## config.mk

```make
export PLATFORM = sky130hd
export DESIGN_NAME = fft_bf_sched_flat
export DESIGN_NICKNAME = d
export VERILOG_FILES = /design/src/rtl/fft_bf_sched_if.sv /design/src/rtl/fft_bf_sched.sv /design/src/flat_wrapper.sv
export SDC_FILE = /design/constraint.sdc
export NUM_CORES = 1
export LEC_CHECK = 0
export BUFFER_PORTS_ARGS = -buffer_cell sky130_fd_sc_hd__buf_4
export CORE_AREA = 2 2 145 147
export CTS_CLUSTER_DIAMETER = 40
export CTS_CLUSTER_SIZE = 40
export DETAILED_ROUTE_END_ITERATION = 6
export DIE_AREA = 0 0 147 149
export REMOVE_ABC_BUFFERS = 1
export SLEW_MARGIN = 20
export SYNTH_ARGS = -nofsm -noshare
export SYNTH_HDL_FRONTEND = slang
export SYNTH_SLANG_ARGS = --single-unit
```

## constraint.sdc

```tcl
create_clock -name clk -period 2.9 [get_ports clk]
set_input_delay 0.145 -clock clk [delete_from_list [all_inputs] [get_ports clk]]
set_output_delay 0.145 -clock clk [all_outputs]
set_load 0.01 [all_outputs]
```

## src/rtl/fft_bf_sched_if.sv

```systemverilog
// Butterfly scheduler bus: data RAM read/write ports, twiddle ROM and butterfly datapath.
// master = scheduler side, slave = RAM/ROM/butterfly side.
interface fft_bf_sched_if #(
  parameter int LOG2N = 8
);
  logic             rd_en;
  logic [LOG2N-1:0] rd_addr_p;
  logic [LOG2N-1:0] rd_addr_q;
  logic [31:0]      rd_p;
  logic [31:0]      rd_q;
  logic [LOG2N-2:0] tw_addr;
  logic [31:0]      tw;
  logic             bf_en;
  logic [31:0]      bf_xp;
  logic [31:0]      bf_xq;
  logic [31:0]      bf_factor;
  logic             bf_vld;
  logic [31:0]      bf_yp;
  logic [31:0]      bf_yq;
  logic             wr_en;
  logic [LOG2N-1:0] wr_addr_p;
  logic [LOG2N-1:0] wr_addr_q;
  logic [31:0]      wr_p;
  logic [31:0]      wr_q;

  modport master (
    output rd_en, rd_addr_p, rd_addr_q, tw_addr,
    output bf_en, bf_xp, bf_xq, bf_factor,
    output wr_en, wr_addr_p, wr_addr_q, wr_p, wr_q,
    input  rd_p, rd_q, tw, bf_vld, bf_yp, bf_yq
  );

  modport slave (
    input  rd_en, rd_addr_p, rd_addr_q, tw_addr,
    input  bf_en, bf_xp, bf_xq, bf_factor,
    input  wr_en, wr_addr_p, wr_addr_q, wr_p, wr_q,
    output rd_p, rd_q, tw, bf_vld, bf_yp, bf_yq
  );
endinterface

```

## src/rtl/fft_bf_sched.sv

```systemverilog
// In-place radix-2 FFT butterfly scheduler: address generation, issue, write-back and stage hazards.
// Optional macro BF_SCHED_CHECK_EN enables the sticky bf_vld alignment check on err.
module fft_bf_sched #(
  parameter int LOG2N  = 8,
  parameter int BF_LAT = 3
) (
  input  logic           clk,
  input  logic           rst,
  input  logic           start,
  output logic           busy,
  output logic           done,
  output logic           err,
  fft_bf_sched_if.master bus
);
  localparam int KW = LOG2N - 1;
  localparam int SW = (LOG2N > 1) ? $clog2(LOG2N) : 1;
  localparam int DL = BF_LAT + 1;
`ifdef BF_SCHED_CHECK_EN
  localparam int VW = DL;
`else
  localparam int VW = DL - 1;
`endif

  typedef enum logic [1:0] {
    IDLE  = 2'd0,
    ISSUE = 2'd1,
    DRAIN = 2'd2,
    FIN   = 2'd3
  } state_t;

  state_t           state_r;
  state_t           state_s;
  logic [KW-1:0]    k_r;
  logic [SW-1:0]    stage_r;
  logic             bf_en_r;
  logic [LOG2N-1:0] dl_p_r [DL];
  logic [LOG2N-1:0] dl_q_r [DL];
  logic [VW-1:0]    dl_vld_r;

  logic             issue_s;
  logic             active_s;
  logic             last_k_s;
  logic             last_stage_s;
  logic             in_flight_s;
  logic [LOG2N-1:0] k_ext_s;
  logic [LOG2N-1:0] mask_s;
  logic [LOG2N-1:0] addr_p_s;
  logic [LOG2N-1:0] addr_q_s;
  logic [KW-1:0]    pos_s;
  logic [SW-1:0]    tw_sh_s;
  logic [KW-1:0]    tw_s;

  assign issue_s      = (state_r == ISSUE);
  assign active_s     = (state_r == ISSUE) || (state_r == DRAIN);
  assign last_k_s     = (k_r == {KW{1'b1}});
  assign last_stage_s = (stage_r == SW'(LOG2N - 1));
  // The tail entry is being written this cycle, so only earlier slots count as in flight.
  assign in_flight_s  = |dl_vld_r[DL-2:0];

  // Operand addresses: insert a zero at bit 'stage' of k to get p; q sets that bit.
  always_comb begin
    k_ext_s  = {1'b0, k_r};
    mask_s   = (LOG2N'(1) << stage_r) - LOG2N'(1);
    addr_p_s = ((k_ext_s & ~mask_s) << 1) | (k_ext_s & mask_s);
    addr_q_s = addr_p_s | (mask_s + LOG2N'(1));
    pos_s    = k_r & mask_s[KW-1:0];
    tw_sh_s  = SW'(LOG2N - 1) - stage_r;
    tw_s     = pos_s << tw_sh_s;
  end

  // State register
  always_ff @(posedge clk) begin
    if (rst) begin
      state_r <= IDLE;
    end else begin
      state_r <= state_s;
    end
  end

  // Next-state logic
  always_comb begin
    state_s = state_r;
    case (state_r)
      IDLE: begin
        if (start) state_s = ISSUE;
        else       state_s = IDLE;
      end
      ISSUE: begin
        if (last_k_s) state_s = DRAIN;
        else          state_s = ISSUE;
      end
      DRAIN: begin
        if (in_flight_s)       state_s = DRAIN;
        else if (last_stage_s) state_s = FIN;
        else                   state_s = ISSUE;
      end
      FIN:     state_s = IDLE;
      default: state_s = IDLE;
    endcase
  end

  // Butterfly index, stage counter and operand-valid strobe
  always_ff @(posedge clk) begin
    if (rst) begin
      k_r     <= {KW{1'b0}};
      stage_r <= {SW{1'b0}};
      bf_en_r <= 1'b0;
    end else begin
      bf_en_r <= issue_s;
      case (state_r)
        IDLE: begin
          k_r     <= {KW{1'b0}};
          stage_r <= {SW{1'b0}};
        end
        ISSUE: begin
          k_r <= k_r + KW'(1);
        end
        DRAIN: begin
          if (!in_flight_s && !last_stage_s) stage_r <= stage_r + SW'(1);
          else                               stage_r <= stage_r;
        end
        default: begin
          k_r     <= k_r;
          stage_r <= stage_r;
        end
      endcase
    end
  end

  // Write-address delay line with expected-valid bits
  always_ff @(posedge clk) begin
    if (rst) begin
      for (int i = 0; i < DL; i++) begin
        dl_p_r[i] <= {LOG2N{1'b0}};
        dl_q_r[i] <= {LOG2N{1'b0}};
      end
      dl_vld_r <= {VW{1'b0}};
    end else begin
      dl_p_r[0]   <= bus.rd_addr_p;
      dl_q_r[0]   <= bus.rd_addr_q;
      dl_vld_r[0] <= issue_s;
      for (int i = 1; i < DL; i++) begin
        dl_p_r[i] <= dl_p_r[i-1];
        dl_q_r[i] <= dl_q_r[i-1];
      end
      for (int i = 1; i < VW; i++) begin
        dl_vld_r[i] <= dl_vld_r[i-1];
      end
    end
  end

`ifdef BF_SCHED_CHECK_EN
  logic err_r;

  // Sticky alignment error: butterfly result strobe disagrees with the expected slot
  always_ff @(posedge clk) begin
    if (rst) begin
      err_r <= 1'b0;
    end else if (active_s && (bus.bf_vld != dl_vld_r[DL-1])) begin
      err_r <= 1'b1;
    end else begin
      err_r <= err_r;
    end
  end

  assign err = err_r;
`else
  assign err = 1'b0;
`endif

  assign busy = active_s;
  assign done = (state_r == FIN);

  assign bus.rd_en     = issue_s;
  assign bus.rd_addr_p = issue_s ? addr_p_s : {LOG2N{1'b0}};
  assign bus.rd_addr_q = issue_s ? addr_q_s : {LOG2N{1'b0}};
  assign bus.tw_addr   = issue_s ? tw_s : {KW{1'b0}};

  assign bus.bf_en     = bf_en_r;
  assign bus.bf_xp     = bus.rd_p;
  assign bus.bf_xq     = bus.rd_q;
  assign bus.bf_factor = bus.tw;

  // Results arriving outside an active transform (e.g. after an abort) are dropped.
  assign bus.wr_en     = bus.bf_vld & active_s;
  assign bus.wr_addr_p = dl_p_r[DL-1];
  assign bus.wr_addr_q = dl_q_r[DL-1];
  assign bus.wr_p      = bus.bf_yp;
  assign bus.wr_q      = bus.bf_yq;
endmodule

```

## src/flat_wrapper.sv

```systemverilog
// flat-port wrapper written by rule: the top's interface ports become plain ports
module fft_bf_sched_flat 
#(
  parameter int LOG2N  = 8,
  parameter int BF_LAT = 3
)
  (clk, rst, start, busy, done, err, bus_rd_en, bus_rd_addr_p, bus_rd_addr_q, bus_tw_addr, bus_bf_en, bus_bf_xp, bus_bf_xq, bus_bf_factor, bus_wr_en, bus_wr_addr_p, bus_wr_addr_q, bus_wr_p, bus_wr_q, bus_rd_p, bus_rd_q, bus_tw, bus_bf_vld, bus_bf_yp, bus_bf_yq);
  fft_bf_sched_if #(.LOG2N(LOG2N)) bus_i ();
  input  logic clk;
  input  logic rst;
  input  logic start;
  output logic busy;
  output logic done;
  output logic err;
  output wire logic [$bits(bus_i.rd_en)-1:0] bus_rd_en;
  output wire logic [$bits(bus_i.rd_addr_p)-1:0] bus_rd_addr_p;
  output wire logic [$bits(bus_i.rd_addr_q)-1:0] bus_rd_addr_q;
  output wire logic [$bits(bus_i.tw_addr)-1:0] bus_tw_addr;
  output wire logic [$bits(bus_i.bf_en)-1:0] bus_bf_en;
  output wire logic [$bits(bus_i.bf_xp)-1:0] bus_bf_xp;
  output wire logic [$bits(bus_i.bf_xq)-1:0] bus_bf_xq;
  output wire logic [$bits(bus_i.bf_factor)-1:0] bus_bf_factor;
  output wire logic [$bits(bus_i.wr_en)-1:0] bus_wr_en;
  output wire logic [$bits(bus_i.wr_addr_p)-1:0] bus_wr_addr_p;
  output wire logic [$bits(bus_i.wr_addr_q)-1:0] bus_wr_addr_q;
  output wire logic [$bits(bus_i.wr_p)-1:0] bus_wr_p;
  output wire logic [$bits(bus_i.wr_q)-1:0] bus_wr_q;
  input wire logic [$bits(bus_i.rd_p)-1:0] bus_rd_p;
  input wire logic [$bits(bus_i.rd_q)-1:0] bus_rd_q;
  input wire logic [$bits(bus_i.tw)-1:0] bus_tw;
  input wire logic [$bits(bus_i.bf_vld)-1:0] bus_bf_vld;
  input wire logic [$bits(bus_i.bf_yp)-1:0] bus_bf_yp;
  input wire logic [$bits(bus_i.bf_yq)-1:0] bus_bf_yq;
  assign bus_rd_en = bus_i.rd_en;
  assign bus_rd_addr_p = bus_i.rd_addr_p;
  assign bus_rd_addr_q = bus_i.rd_addr_q;
  assign bus_tw_addr = bus_i.tw_addr;
  assign bus_bf_en = bus_i.bf_en;
  assign bus_bf_xp = bus_i.bf_xp;
  assign bus_bf_xq = bus_i.bf_xq;
  assign bus_bf_factor = bus_i.bf_factor;
  assign bus_wr_en = bus_i.wr_en;
  assign bus_wr_addr_p = bus_i.wr_addr_p;
  assign bus_wr_addr_q = bus_i.wr_addr_q;
  assign bus_wr_p = bus_i.wr_p;
  assign bus_wr_q = bus_i.wr_q;
  assign bus_i.rd_p = bus_rd_p;
  assign bus_i.rd_q = bus_rd_q;
  assign bus_i.tw = bus_tw;
  assign bus_i.bf_vld = bus_bf_vld;
  assign bus_i.bf_yp = bus_bf_yp;
  assign bus_i.bf_yq = bus_bf_yq;
  fft_bf_sched #(.LOG2N(LOG2N), .BF_LAT(BF_LAT)) u_core (.clk(clk), .rst(rst), .start(start), .busy(busy), .done(done), .err(err), .bus(bus_i));
endmodule
```

==> reports/results.tsv, run 1 <==
metric	value	unit
wl	37.9	mm
syn_avg_cell_area	8.66	um2
clock-sinks	79	
power.density	544	nW/um2
async_reset_ff_share	0	%
min_path_type	in -> reg	
htree_levels	3	
synth_area	4370	um2
gp_congestion	1.26	
worstPathCellList	buf_4, ha_2, ha_4, buf_4, nand2b_2, nor4bb_2, buf_4, o22ai_1, o22ai_2, and2_1, buf_4	
r2r_slack	540	ps
num_rows	53	
cap_violations	0	
synthTopCellsByArea	dfxtp_1, buf_4, nor2b_1	
grt_overflow_total	0	
ios	369	
max_slew.worst_pin.slew	826	ps
r2r-end	u_core.dl_q_r[0][5]	
final.min_clock_period	2910	ps
clk_latency	350	ps
crit_path_max_incr_delay	390	ps
cts_tree	yes	
internal_power	1.88	mW
synth_top_area_cell	dfxtp_1	
vias_per_cell	4.71	
core	20600	um2
endpoint	bus_rd_addr_q[6]	
grt_use_total	33.4	%
die_y	149	um
hold-worst-slack	57.7	ps
endpoint_kind	output pin	
num_antenna_cells	0	
reg2reg_depth	8	
post-route-period-util	100	%
drive_gt1_share	30.1	%
final_util	21.6	%
grt_pass1_wl	43.2	mm
ys_seq_area_share	36.2	%
io_buffers	47	
cp-startpoint	u_core.stage_r[1]	
fin_skew	7.86	ps
cp_data_arrival_time	2760	ps
dr.pass1.iters	5	
r2r-start	u_core.stage_r[1]	
synth.distinct_cells	52	
ant_nets	0	
max_slew_margin	44.9	%
root_buffer	clkbuf_16	
cts_buffer_depth	2	
slew_violations	0	
irDropWorstVdd	0.000276	V
min_from	start	
layout_setup_ws	-7.01	ps
required	2760	ps
hpwlAfterDp	34.7	mm
synth-edff-count	0	
pre_cts_slack	179	ps
synth_ff_type	dfxtp_1	
pwr-share-comb	3.7	%
setup_violations	1	
ys_warn_count	0	
grt_max_degree	64	
p_leak	1.69	nW
power_switching	537	uW
syn_to_final_growth	1.52	%
first_global_vias	2674	
fmax	344	MHz
failed_checks	negative setup slack	
start_util	21.3	%
routed-via-count	3225	
hold_viol	0	
critPathSlowestCell	nor4bb_2	
startpoint_type	flip-flop	
synth-seq-cells	79	
crit_fanout	8	
power_switching_share	22.2	%
cts_buffers	9	
final_nets	581	
synth_top_area_share	36.2	%
drt_iter0_drc	367	
p_seq_share	45.4	%
total_power	2.42	mW
drc_errors	0	
grt_antenna_before_repair	0	
outcome	complete, but fails checks	
path_clk_slew	60	ps
dieArea	21900	um2
rsz0062_at_grt	true	
worst_path_most_repeated_cell	buf_4	
syn_inst	505	
critPathKind	reg -> out	
die_w	147	um
wire_per_inst	55.4	um
pwr-share-clk	50.9	%
how the worst min path moves through the flow:
stage	endpoint	slack (ps)	cells past startpoint
after floorplan	u_core.k_r[2]	210	1
after global placement	bus_bf_xq[30]	290	0
after detailed placement	bus_bf_xq[30]	290	0
after CTS	u_core.state_r[0]	60	3
after global routing	u_core.state_r[0]	120	3
final	u_core.state_r[0]	60	3
layout by cell type (no fill, tap or decap), drive strengths merged, types with 6 or more instances in the layout:
master	n
buf	70
nor2b	57
a21oi	21
nor2	36
nor3	7
clkbuf	10
o21ai	13
ha	13
nand2	15
dfxtp	79
inv	11
and2	6
synth_stat cells (all sizes together) (2+ instances only):
cell    number
o21a         2
a221oi       2
o22ai        3
or2          3
nor3b        2
buf        168
nor3         7
a21oi       21
nor4bb       2
nand3b       2
a22oi        3
inv         10
a311oi       2
o21ai       13
xnor2        2
nor2        36
nand2       15
and3         5
nand3        5
dfxtp       79
or4b         2
and2         6
a31oi        5
nor2b       57
ha          13
o211ai       4
nand2b       4
clkbuf      14
final cells by class:
cell class / instances / area (um2)
Clock inverter: 6 / 93.8
Fill cell: 2293 / 16100
Sequential cell: 79 / 1590
Multi-Input combinational cell: 233 / 1610
Clock buffer: 10 / 229
Tap cell: 275 / 344
Timing Repair Buffer: 70 / 529
Inverter: 11 / 45.0
metal layers:
layer	vias up	wire length, um	GRT usage (%)
met5	-	233	8.86
met4	4	1570	11.8
met3	47	10700	46.0
met2	494	19300	60.2
met1	1407	6150	14.8
li1	1273	-	-
sequential cells by signal, summed over array words and instances (netlist names):
name / flops
u_core.dl_vld_r: 3
u_core.state_r: 2
u_core.dl_q_r: 32
u_core.dl_p_r: 32
u_core.stage_r: 3
u_core.k_r: 7
critical path: cells and delay by family, from the launching register on:
| family | cells | cell delay (ps) |
|---|---|---|
| AND/OR/NAND/NOR | 3 | 780 |
| buffers and inverters | 4 | 600 |
| adder cells (fa/ha/maj) | 2 | 390 |
| flip-flops | 1 | 330 |
| AO/OA/AOI/OAI | 2 | 300 |
power by group through the flow:
stage / Sequential (mW) / Clock, mW / Combinational [mW]
4_1_cts: 1.10 / 1.24 / 0.0882
3_3_place_gp: 1.12 / 0 / 0.0864
5_1_grt: 1.10 / 1.29 / 0.0966
3_5_place_dp: 1.12 / 0 / 0.0871
6_report: 1.10 / 1.23 / 0.0888
2_1_floorplan: 1.12 / 0 / 0.0401
cells by family after synthesis:
family          Yosys count  share of synthesized area [%]
buf+inv                 193                           30.8
simple gates            150                           18.8
compound gates           65                           9.61
fa+ha+maj                13                           3.72
flops                    79                           36.2
xor+xnor                  3                          0.601
other cells               1                         0.0857
mux                       1                          0.229
through the flow:
stage | cells | setup TNS [ps] | cell area, um2
finish | 684 | -7.01 | 4440
global route | 684 | -291 | 4440
CTS | 678 | -17.7 | 4270
detailed placement | 660 | 0 | 3880
global placement | 660 | 0 | 3880
floorplan | 323 | 0 | 3070
timing repair:
item                                    4_1_cts  5_1_grt
hold buffers                                  0        0
endpoints found under the setup margin       10       14
gates resized for setup                       9       32
hold endpoints to repair                      0        0
pin swaps                                     2       11
setup buffers                                 2        6
Power figures use the tool's default switching activity.
==> inputs of run 2 (changes only) <==
--- a/config.mk
+++ b/config.mk
@@ -5,7 +5,7 @@
 export SDC_FILE = /design/constraint.sdc
 export NUM_CORES = 1
 export LEC_CHECK = 0
-export BUFFER_PORTS_ARGS = -buffer_cell sky130_fd_sc_hd__buf_4
+export BUFFER_PORTS_ARGS = -buffer_cell sky130_fd_sc_hd__buf_2
 export CORE_AREA = 2 2 145 147
 export CTS_CLUSTER_DIAMETER = 40
 export CTS_CLUSTER_SIZE = 40
==> reports/results.tsv, run 2 (synthesis results as in run 1) <==
metric	value	unit	change
outcome	completed		was complete, but fails checks
path_clk_slew	70	ps	was 60 ps
power.density	566	nW/um2	was 544 nW/um2
mostFrequentLayoutCells	dfxtp_1, nor2b_1, buf_2		was dfxtp_1, buf_4, nor2b_1
die_w	147	um	unchanged
die_y	149	um	unchanged
num_antenna_cells	0		unchanged
power_switching	536	uW	was 537 uW
grt_overflow_total	0		unchanged
multi_input_area	1560	um2	was 1610 um2
root_buffer	clkbuf_16		unchanged
core	20600	um2	unchanged
max_slew.worst_pin.slew	639	ps	was 826 ps
clock-sinks	79		unchanged
final_util	20.9	%	was 21.6%
fin_skew	13.9	ps	was 7.86 ps
gp_congestion	1.26		unchanged
drive_gt1_share	27.1	%	was 30.1%
r2r_slack	600	ps	was 540 ps
post-route-period-util	99.0	%	was 100%
hold_viol	0		unchanged
num_rows	53		unchanged
pwr-share-comb	3.4	%	was 3.7%
ant_nets	0		unchanged
cts_tree	yes		unchanged
routed-via-count	3242		was 3,225
min_path_type	in -> reg		unchanged
drt_iter0_drc	304		was 367
clk_latency	350	ps	about the same
r2r-start	u_core.stage_r[0]		was u_core.stage_r[1]
start_util	21.3	%	unchanged
internal_power	1.89	mW	was 1.88 mW
setup_violations	0		was 1
dieArea	21900	um2	unchanged
cap_violations	0		unchanged
first_global_vias	2704		was 2,674
placed_area	3760	um2	was 3880 um2
cp_data_arrival_time	2730	ps	was 2760 ps
postCtsHoldBufs	0		unchanged
layout_commonest_cell	dfxtp_1		unchanged
reg_top3	u_core.dl_p_r (32), u_core.dl_q_r (32), u_core.k_r (7)		unchanged
syn_to_final_growth	-2.00	%	was 1.52%
dr.pass1.iters	4		was 5
critPathKind	reg -> out		unchanged
cts_buffers	9		unchanged
grt_use_total	33.6	%	was 33.4%
p_leak	1.68	nW	was 1.69 nW
grt_pass1_wl	43.4	mm	was 43.2 mm
fmax	348	MHz	was 344 MHz
hpwlAfterDp	34.7	mm	about the same
required	2760	ps	about the same
rsz0062_at_grt	true		unchanged
ios	369		unchanged
crit_fanout	7		was 8
htree_levels	3		unchanged
r2r-end	u_core.dl_q_r[0][6]		was u_core.dl_q_r[0][5]
n_fill_cell	2306		was 2,293
io_buffers	47		unchanged
crit_path_max_incr_delay	440	ps	was 390 ps
grt_max_degree	34		was 64
power_switching_share	22.1	%	was 22.2%
drc_errors	0		unchanged
endpoint_kind	output pin		unchanged
vias_per_cell	4.74		was 4.71
reg2reg_depth	9		was 8
hold_end	u_core.state_r[0]		unchanged
cts_buffer_depth	2		unchanged
worstPathCellList	buf_12, ha_2, nand2_2, ha_4, or4b_4, a32o_2, and3b_1, o22ai_2, and2_1, buf_2		was buf_4, ha_2, ha_4, buf_4, nand2b_2, nor4bb_2, buf_4, o22ai_1, o22ai_2, and2_1, buf_4
final-seq-area	1590	um2	about the same
final.min_clock_period	2870	ps	was 2910 ps
wire_per_inst	55.0	um	was 55.4 um
startpoint_type	flip-flop		unchanged
irDropWorstVdd	0.000329	V	was 0.000276 V
hold_depth	3		unchanged
critPathSlowestCell	or4b_4		was nor4bb_2
slew_violations	0		unchanged
min_from	start		unchanged
wl	37.6	mm	was 37.9 mm
pwr-share-clk	51.4	%	was 50.9%
max_slew_margin	57.4	%	was 44.9%
final_nets	581		unchanged
fin_area	4290	um2	was 4440 um2
grt_antenna_before_repair	0		unchanged
p_seq_share	45.1	%	was 45.4%
[run 2: cell types whose count changed in the layout (fill, tap and decap cells not counted), moves of 2 or more]
cell / change
a21oi_1: +2
nor2b_1: +2
buf_4: -50
o21ai_2: -2
nor2_2: -2
nor2b_2: -2
buf_2: +47
nor2_1: +2
[run 2: timing repair]
action,in CTS,in global routing
endpoints found under the setup margin,13,14
pin swaps,3,7
endpoints found under the hold margin,0,0
buffers inserted,2,6
gates resized for setup,8,20
[run 2: worst max path at each step]
stage          depth (start not counted)         startpoint                to
2_1_floorplan                          9  u_core.stage_r[0]    bus_tw_addr[6]
3_3_place_gp                          10  u_core.stage_r[1]  bus_rd_addr_q[7]
3_5_place_dp                          10  u_core.stage_r[1]  bus_rd_addr_q[7]
4_1_cts                               10  u_core.stage_r[1]    bus_tw_addr[6]
5_1_grt                               11  u_core.stage_r[0]    bus_tw_addr[3]
6_report                              10  u_core.stage_r[0]  bus_rd_addr_q[6]
[run 2: worst max-delay path: cells and delay by family (launching register included)]
kind	cells	cell delay [ps]
flip-flops	1	360
buffers and inverters	2	250
AO/OA/AOI/OAI	2	550
AND/OR/NAND/NOR	4	870
adder cells (fa/ha/maj)	2	330
[run 2: power by group through the flow]
stage                     Sequential, mW  Clock (mW)  Combinational, mW
final                               1.10        1.25             0.0833
after global routing                1.10        1.31             0.0925
after CTS                           1.10        1.26             0.0832
after detailed placement            1.12           0             0.0828
after global placement              1.12           0             0.0830
after floorplan                     1.12           0             0.0401
[run 2: area by class of cell]
class,instances,area share (%)
Inverter,11,1.05
Clock inverter,5,1.90
Sequential cell,79,37.1
Multi-Input combinational cell,233,36.4
Timing Repair Buffer,70,9.92
Clock buffer,11,5.66
Tap cell,275,8.03
[run 2: metal layers]
| metal | vias up | track usage, % | part of all wire, % |
|---|---|---|---|
| met3 | 45 | 48.0 | 30 |
| met5 | - | 3.18 | 0.15 |
| met4 | 2 | 13.1 | 4.7 |
| li1 | 1274 | - | - |
| met2 | 513 | 60.0 | 50 |
| met1 | 1408 | 14.1 | 15 |
[run 2: through the flow]
stage / power, mW / hold slack [ps] / setup TNS, ps / worst slack, ps / instances
floorplan: 1.16 / 214 / 0 / 58.6 / 323
global placement: 1.20 / 291 / 0 / 156 / 660
detailed placement: 1.20 / 291 / 0 / 113 / 660
CTS: 2.45 / 71.8 / 0 / 4.59 / 678
global route: 2.50 / 126 / -134 / -53.2 / 684
finish: 2.43 / 75.8 / 0 / 28.1 / 684
==> inputs of run 3 (changes only) <==
--- a/config.mk
+++ b/config.mk
@@ -6,11 +6,14 @@
 export NUM_CORES = 1
 export LEC_CHECK = 0
 export BUFFER_PORTS_ARGS = -buffer_cell sky130_fd_sc_hd__buf_2
-export CORE_AREA = 2 2 145 147
+export CELL_PAD_IN_SITES_DETAIL_PLACEMENT = 1
+export CELL_PAD_IN_SITES_GLOBAL_PLACEMENT = 2
+export CORE_MARGIN = 2
+export CORE_UTILIZATION = 17
 export CTS_CLUSTER_DIAMETER = 40
 export CTS_CLUSTER_SIZE = 40
 export DETAILED_ROUTE_END_ITERATION = 6
-export DIE_AREA = 0 0 147 149
+export PLACE_DENSITY_LB_ADDON = 0.1
 export REMOVE_ABC_BUFFERS = 1
 export SLEW_MARGIN = 20
 export SYNTH_ARGS = -nofsm -noshare
==> reports/results.tsv, run 3 (synthesis results as in run 1) <==
metric	value	unit	change
outcome	completed		unchanged
post-route-period-util	97.1	%	was 99.0%
max_slew.worst_pin.slew	747	ps	was 639 ps
fmax	355	MHz	was 348 MHz
p_seq_share	46.8	%	was 45.1%
internal_power	1.72	mW	was 1.89 mW
pre_cts_slack	114	ps	was 113 ps
start_util	17.3	%	was 21.3%
total_power	2.34	mW	was 2.43 mW
routed-via-count	3140		was 3,242
layout_commonest_cell	dfxtp_1		unchanged
drc_errors	0		unchanged
hpwlAfterDp	36.9	mm	was 34.7 mm
max_slew_margin	50.2	%	was 57.4%
irDropWorstVdd	0.000238	V	was 0.000329 V
critical_path.top_delay_family	compound AO/OA/AOI/OAI gates		was simple AND/OR/NAND/NOR gates
syn_to_final_growth	-1.14	%	was -2.00%
wire_per_inst	54.6	um	was 55.0 um
cts_buffers	9		unchanged
first_global_vias	2826		was 2,704
wl	40.3	mm	was 37.6 mm
clock-sinks	79		unchanged
path_clk_slew	80	ps	was 70 ps
vias_per_cell	4.25		was 4.74
worstPathCellList	ha_2, ha_4, buf_4, or4b_4, o2111ai_2, o22a_1, nor2_1, a221o_1, buf_2		was buf_12, ha_2, nand2_2, ha_4, or4b_4, a32o_2, and3b_1, o22ai_2, and2_1, buf_2
clk_latency	360	ps	was 350 ps
cap_violations	0		unchanged
ant_nets	0		unchanged
drt_iter0_drc	235		was 304
critPathKind	reg -> out		unchanged
grt_antenna_before_repair	0		unchanged
pwr-share-comb	3.9	%	was 3.4%
num_rows	58		was 53
hold_viol	0		unchanged
grt_use_total	29.2	%	was 33.6%
dieArea	27000	um2	was 21,900 um2
rsz0062_at_grt	true		unchanged
grt_overflow_total	0		unchanged
ios	369		unchanged
cp_num_buf_inv	2		unchanged
layout_setup_ws	85.5	ps	was 28.1 ps
route.met2.wl	20.2	mm	was 18.8 mm
drive_gt1_share	29.4	%	was 27.1%
crit_fanout	7		unchanged
placed_area	3850	um2	was 3760 um2
core	25300	um2	was 20,600 um2
die_w	164	um	was 147 um
endpoint_kind	output pin		unchanged
cp_data_arrival_time	2670	ps	was 2730 ps
power_switching	628	uW	was 536 uW
pwr-share-clk	49.3	%	was 51.4%
setup_violations	0		unchanged
grt_pass1_wl	46.1	mm	was 43.4 mm
final_nets	580		was 581
crit_path_max_incr_delay	490	ps	was 440 ps
cts_buffer_depth	2		unchanged
n_fill_cell	2975		was 2,306
dr.pass1.iters	4		unchanged
highest_layer	met5		unchanged
wl_met3	11.9	mm	was 11.2 mm
reg_top3	u_core.dl_p_r (32), u_core.dl_q_r (32), u_core.k_r (7)		unchanged
io_buffers	47		unchanged
power.density	542	nW/um2	was 566 nW/um2
fin_area	4320	um2	was 4290 um2
slew_violations	0		unchanged
final.min_clock_period	2810	ps	was 2870 ps
die_y	164	um	was 149 um
required	2760	ps	about the same
grt_max_degree	64		was 34
critPathSlowestCell	or4b_4		unchanged
htree_levels	3		unchanged
gp_congestion	1.27		was 1.26
min_path_type	in -> reg		unchanged
fin_skew	12.2	ps	was 13.9 ps
power_switching_share	26.8	%	was 22.1%
p_leak	1.68	nW	about the same
cts_tree	yes		unchanged
m1WireLength	6.70	mm	was 5.75 mm
startpoint_type	flip-flop		unchanged
root_buffer	clkbuf_16		unchanged
num_antenna_cells	0		unchanged
mostFrequentLayoutCells	dfxtp_1, nor2b_1, buf_2		unchanged
run 3: cell types whose count changed in the layout (fill, tap and decap cells not counted), moves of 2 or more:
| cell | delta |
|---|---|
| nor2b_1 | -3 |
| bufinv_16 | -2 |
| nor2b_2 | +3 |
| inv_6 | +3 |
| nor4bb_1 | +2 |
| nor4bb_2 | -2 |
| buf_6 | -2 |
| buf_4 | +3 |
run 3: final cells by class:
class	instances	area, um2	area share (%)
multi-input combinational	233	1590	36.8
timing repair buffer	69	400	9.26
sequential	79	1590	36.7
clock inverter	7	62.6	1.45
clock buffer	9	225	5.21
inverter	11	43.8	1.01
tap	330	413	9.55
run 3: layer usage:
| metal | global-route usage (%) | vias up |
|---|---|---|
| met5 | 6.25 | - |
| met4 | 8.66 | 4 |
| met3 | 43.0 | 42 |
| met2 | 52.1 | 456 |
| met1 | 12.0 | 1372 |
| li1 | - | 1266 |
run 3: timing repair:
| item | in CTS | in global routing |
|---|---|---|
| gates resized for setup | 11 | 25 |
| buffers inserted | 3 | 1 |
| hold buffers | 0 | 0 |
| setup endpoints to repair | 16 | 14 |
| pin swaps | 3 | 5 |
run 3: path summary, 6_finish.rpt:
path                            slack, ps                 from                   to  cells past startpoint
worst min-delay path                   70                start    u_core.state_r[0]                      3
worst max-delay path                   90    u_core.stage_r[0]       bus_tw_addr[6]                      9
worst max register to register        660    u_core.stage_r[0]  u_core.dl_q_r[0][6]                      8
worst min register to register        440  u_core.dl_p_r[2][4]  u_core.dl_p_r[3][4]                      1
run 3: per-stage QoR:
step           hold slack, ps  instances  util (%)  TNS, ps
2_1_floorplan             214        323         -        0
3_3_place_gp              290        718      15.2        0
3_5_place_dp              290        718      15.2        0
4_1_cts                  77.3        737      16.7        0
5_1_grt                  99.0        738      17.1    -10.9
6_report                 68.5        738      17.1        0
run 3: power by group through the flow:
stage / Sequential (mW) / Clock (mW) / Combinational (mW)
floorplan: 1.12 / 0 / 0.0401
global placement: 1.12 / 0 / 0.0925
detailed placement: 1.12 / 0 / 0.0931
CTS: 1.10 / 1.18 / 0.0931
global route: 1.10 / 1.22 / 0.100
finish: 1.10 / 1.16 / 0.0913
run 3: tightest hold or removal path: stages:
cell	delay, ps
buf_2	80
nor2b_1	30
nor3_1	120
